**src/rtl/alu_pkg.sv**
```systemverilog
// Shared definitions for the arithmetic datapath: operand-buffer state
// encoding and the S1S0 select codes that choose the adder's Y operand.
package alu_pkg;

   // Occupancy of the two-entry operand buffer (output register + skid).
   typedef enum logic [1:0] {
      ST_EMPTY = 2'd0,
      ST_ONE   = 2'd1,
      ST_FULL  = 2'd2
   } buf_state_e;

   // S1S0 select codes for the B-input logic.
   localparam logic [1:0] YSEL_ZERO  = 2'b00;
   localparam logic [1:0] YSEL_B     = 2'b01;
   localparam logic [1:0] YSEL_NOT_B = 2'b10;
   localparam logic [1:0] YSEL_ONES  = 2'b11;

endpackage

```
**src/rtl/b_input_logic.sv**
```systemverilog
// B-input logic: maps operand B and the S1S0 select to the adder Y operand.
module b_input_logic
   import alu_pkg::*;
#(
   parameter int WIDTH = 32
) (
   input  logic [WIDTH-1:0] b_i,
   input  logic [1:0]       sel_i,
   output logic [WIDTH-1:0] y_o
);

   // Select zeros, B, ~B or ones for the Y operand.
   always_comb begin
      y_o = '0;
      case (sel_i)
         YSEL_ZERO:  y_o = '0;
         YSEL_B:     y_o = b_i;
         YSEL_NOT_B: y_o = ~b_i;
         YSEL_ONES:  y_o = '1;
         default:    y_o = '0;
      endcase
   end

endmodule

```
**src/rtl/arith_operand_stage.sv**
```systemverilog
// Operand stage in front of the parallel adder. Forms the Y operand from B
// and the select, then holds {A, Y, Cin} in a two-entry buffer (output
// register plus skid register) so in_ready can come straight from a flop.
//
// Handshake: a transfer happens on a rising edge where valid and ready are
// both 1. Output data is held while out_valid=1 and out_ready=0. in_ready
// depends only on registered state, never on out_ready in the same cycle.
module arith_operand_stage
   import alu_pkg::*;
#(
   parameter int WIDTH = 32
) (
   input  logic             clk,
   input  logic             rst_n,
   input  logic             in_valid,
   output logic             in_ready,
   input  logic [WIDTH-1:0] in_a,
   input  logic [WIDTH-1:0] in_b,
   input  logic [2:0]       in_sel,
   output logic             out_valid,
   input  logic             out_ready,
   output logic [WIDTH-1:0] out_a,
   output logic [WIDTH-1:0] out_y,
   output logic             out_cin,
   output logic [1:0]       dbg_state
);

   buf_state_e       state_q, state_d;
   logic             in_ready_q, in_ready_d;
   logic [WIDTH-1:0] out_a_q, out_a_d, out_y_q, out_y_d;
   logic             out_cin_q, out_cin_d;
   logic [WIDTH-1:0] skid_a_q, skid_a_d, skid_y_q, skid_y_d;
   logic             skid_cin_q, skid_cin_d;
   logic [WIDTH-1:0] new_y;
   logic             in_xfer, out_xfer;

   b_input_logic #(.WIDTH(WIDTH)) u_b_input_logic (
      .b_i   (in_b),
      .sel_i (in_sel[2:1]),
      .y_o   (new_y)
   );

   assign in_ready  = in_ready_q;
   assign out_valid = (state_q != ST_EMPTY);
   assign out_a     = out_a_q;
   assign out_y     = out_y_q;
   assign out_cin   = out_cin_q;
   assign dbg_state = state_q;
   assign in_xfer   = in_valid & in_ready_q;
   assign out_xfer  = out_valid & out_ready;

   // Next buffer state and data movement for each occupancy/transfer combination.
   always_comb begin
      state_d    = state_q;
      out_a_d    = out_a_q;
      out_y_d    = out_y_q;
      out_cin_d  = out_cin_q;
      skid_a_d   = skid_a_q;
      skid_y_d   = skid_y_q;
      skid_cin_d = skid_cin_q;
      case (state_q)
         ST_EMPTY: begin
            if (in_xfer) begin
               state_d   = ST_ONE;
               out_a_d   = in_a;
               out_y_d   = new_y;
               out_cin_d = in_sel[0];
            end
         end
         ST_ONE: begin
            if (in_xfer && out_xfer) begin
               out_a_d   = in_a;
               out_y_d   = new_y;
               out_cin_d = in_sel[0];
            end else if (in_xfer) begin
               state_d    = ST_FULL;
               skid_a_d   = in_a;
               skid_y_d   = new_y;
               skid_cin_d = in_sel[0];
            end else if (out_xfer) begin
               state_d = ST_EMPTY;
            end
         end
         ST_FULL: begin
            // in_ready is low here, so only the drain can happen.
            if (out_xfer) begin
               state_d   = ST_ONE;
               out_a_d   = skid_a_q;
               out_y_d   = skid_y_q;
               out_cin_d = skid_cin_q;
            end
         end
         default: state_d = ST_EMPTY;
      endcase
      in_ready_d = (state_d != ST_FULL);
   end

   // Buffer registers; reset clears everything and reopens the input.
   always_ff @(posedge clk or negedge rst_n) begin
      if (!rst_n) begin
         state_q    <= ST_EMPTY;
         in_ready_q <= 1'b1;
         out_a_q    <= '0;
         out_y_q    <= '0;
         out_cin_q  <= 1'b0;
         skid_a_q   <= '0;
         skid_y_q   <= '0;
         skid_cin_q <= 1'b0;
      end else begin
         state_q    <= state_d;
         in_ready_q <= in_ready_d;
         out_a_q    <= out_a_d;
         out_y_q    <= out_y_d;
         out_cin_q  <= out_cin_d;
         skid_a_q   <= skid_a_d;
         skid_y_q   <= skid_y_d;
         skid_cin_q <= skid_cin_d;
      end
   end

endmodule

```
**config.mk**
```make
export PLATFORM = sky130hd
export DESIGN_NAME = arith_operand_stage
export DESIGN_NICKNAME = d
export VERILOG_FILES = /design/src/rtl/alu_pkg.sv /design/src/rtl/b_input_logic.sv /design/src/rtl/arith_operand_stage.sv
export SDC_FILE = /design/constraint.sdc
export NUM_CORES = 1
export LEC_CHECK = 0
export CAP_MARGIN = 20
export CORE_MARGIN = 4
export CORE_UTILIZATION = 45
export DETAILED_ROUTE_END_ITERATION = 10
export PLACE_DENSITY = 0.76
export SLEW_MARGIN = 20
export SYNTH_ARGS = -nofsm -noshare
export SYNTH_HDL_FRONTEND = slang
export SYNTH_HIERARCHICAL = 1
export SYNTH_SLANG_ARGS = --single-unit
```
**constraint.sdc**
```tcl
create_clock -name clk -period 1.4 [get_ports clk]
set_clock_uncertainty 0.1 [all_clocks]
set_input_delay 0.42 -clock clk [delete_from_list [all_inputs] [get_ports clk]]
set_output_delay 0.42 -clock clk [all_outputs]
set_load 0.005 [all_outputs]
```
==> run summary <==
DR WL/cell: 20.1 um
sequential area share after synthesis: 54.7%
family with the most delay on the worst path: buffers and inverters
count of pins over their slew limit: 0
ANT cells: 0
placed insts: 731
Worst-Skew Late Latency: 420 ps
total number of vias: 4,660
multi-input logic area: 2570 um2
Setup crit end kind: flip-flop
worst-margin pin slew: 310 ps
vias in the first global route: 5,053
worst path cell trace: buf_6 -> nand3b_1 -> buf_12 -> o21ai_4 -> buf_4 -> buf_16 -> o21a_1
CP startpoint kind: flip-flop
worst hold path type: input port to asynchronous set/reset pin
status: complete, but fails checks
initial core utilization: 46.0%
worst vdd ir: 924 uV
Ys Warns: 6
CTS tree: built
cell row count: 42
clk sinks: 133
Final Hold Viols: 0
CP arrival: 2000 ps
CP Class: flip-flop to flip-flop
htree depth: 4
Clock Tree Root: clkbuf_16
DRC: 0
PortBufs: 139
Seq cells post-synth: 133
cell taking the most area after synthesis: dfrtp_1
Die Y: 124 um
leading cell types in the layout, fill and taps excluded: dfrtp_1 (131), buf_4 (76), clkdlybuf4s50_1 (68)
number of antenna violations at the first check in global routing: 0
DR iter-0 viols: 293
Worst path slowest cell: dfrtp_2
largest net degree at the start of global routing: 51
Mapped Cells: 416
area grow syn2layout: 46.2%
Critical Path Max Stage Delay: 420 ps
Clock transition at path regs: 60 ps
gpl congestion: 0.788
CTS Buf Count: 17
RSZ-0062 raised after global routing: true
number of iterations in the first detailed-routing pass: 4
setup_tns: -43,390 ps
ranking of synthesized cells by area: dfrtp_1 (54%), mux2_4 (12%), o32a_1 (11%)
WL final: 16,700 um
endpoints failing setup: 199
syn nets: 487
violated checks: negative setup slack
Final Worst Setup Slack: -354 ps
worst endpoint required time: 1650 ps
FILL cells: 957
Yosys cell types: 24
Max Fclk: 0.570 GHz
Total GRT Usage: 21.7%
global route total overflow: 0
Slew HR: 79.3%
share of layout cells above drive strength 1: 47.3%
critical path launch point: dbg_state[1]
register area: 3330 um2
total power: 18.2 mW
DRT antenna net count: 0
mean post-synth cell area: 14.6 um2
Final min period: 1750 ps
RR Startpoint: dbg_state[1]
Horiz. Die Dim: 124 um
die area: 15,400 um2
max-cap viol count: 0
DR vias/cell: 5.61
PD cells: 2050 nW/um2
post-synth top area share: 54.3%
Max Root-Sink Buffers: 2
Nets: 714
dpl ws: -711 ps
synthesized area: 6090 um2
leak pwr: 3.96 nW
Fin Hold WS: 298 ps
largest fanout on the critical path: 20
hpwl dp: 9860 um
final cell count without fillers: 831
worst path bufs/invs: 4
Core Region: 13,200 um2
Tcrit/Tclk final: 125%
first-pass GRT wire length: 27,100 um
commonest non-fill, non-tap cell in the layout: dfrtp_1
I/O pins: 140
==> worst reg2reg max path, cell delays in order (launching register included) <==
cell and delay (ps):
dfrtp_2 420, buf_6 120, nand3b_1 200, buf_12 200, o21ai_4 170, buf_4 180
buf_16 150, o21a_1 140
==> registers in the layout (all words and copies together), names as in the netlist <==
name        flops
dbg_state       2
in_ready        1
skid_y_q       32
out_a          32
out_cin         1
skid_a_q       32
out_y          32
skid_cin_q      1
==> Yosys cell counts <==
master,number
mux2i_1,1
o22ai_1,1
nand2b_1,1
dfrtp_1,132
buf_6,6
nand4b_1,1
buf_2,29
o21a_1,65
buf_1,1
clkbuf_1,4
a21o_1,1
buf_4,1
dfstp_2,1
mux2_2,47
and3b_1,1
or2_2,1
a21oi_1,1
o21ai_1,1
nand3b_1,2
nand2_1,2
mux2_4,50
nor2b_2,1
o32a_1,65
inv_1,1
==> where the power goes <==
group / internal (mW) / switching [mW]
Combinational: 4.65 / 2.53
Sequential: 5.76 / 1.17
Clock: 2.58 / 1.54
Total: 13.0 / 5.24
==> kinds of logic (layout without fill, tap and decap cells) <==
logic type | Yosys count | count (layout) | share of synthesized area (%)
flip-flops | 133 | 133 | 54.7
multiplexers | 98 | 98 | 21.2
buffers and inverters | 42 | 280 | 3.99
AO/OA/AOI/OAI | 134 | 134 | 19.1
AND/OR/NAND/NOR | 9 | 10 | 1.01
==> what timing repair did <==
action                     in CTS  in global routing
setup endpoints to repair     199                199
cloned                          5                  2
hold buffers                    1                  0
pin swaps                       3                  2
buffers inserted               35                 28
hold endpoints to repair       15                  0
resized for setup             293                 14
==> per-stage QoR <==
stage                     utilization (%)  instance area (um2)
after CTS                            65.3                 8640
after detailed placement             60.3                 7980
after global routing                 67.2                 8900
after floorplan                         -                 6150
after global placement               60.3                 7980
final                                67.2                 8900
==> layer usage <==
layer,track usage (%),up-vias,wire [um]
met5,0,-,0
met4,9.22,0,437
met3,4.46,39,722
met2,36.0,151,8500
met1,27.6,2396,7060
li1,-,2074,-
==> final cells by class <==
type	instances	area share [%]
well taps	176	2.48
clock buffers	28	6.03
inverters	1	0.0422
multi-input cells	242	28.9
flip-flops and latches	133	37.4
repair buffers	248	25.0
clock inverters	3	0.169
==> worst paths after layout <==
path | depth (start not counted) | slack, ps | endpoint
worst max-delay path | 7 | -350 | out_y[23]
min in group clk | 1 | 390 | out_a[8]
worst min register to register | 1 | 390 | out_a[8]
worst min-delay path | 2 | 300 | out_y[15]
worst max register to register | 7 | -350 | out_y[23]
max in group asynchronous | 3 | 320 | in_ready
No activity file was read; power rests on OpenSTA's default activity.
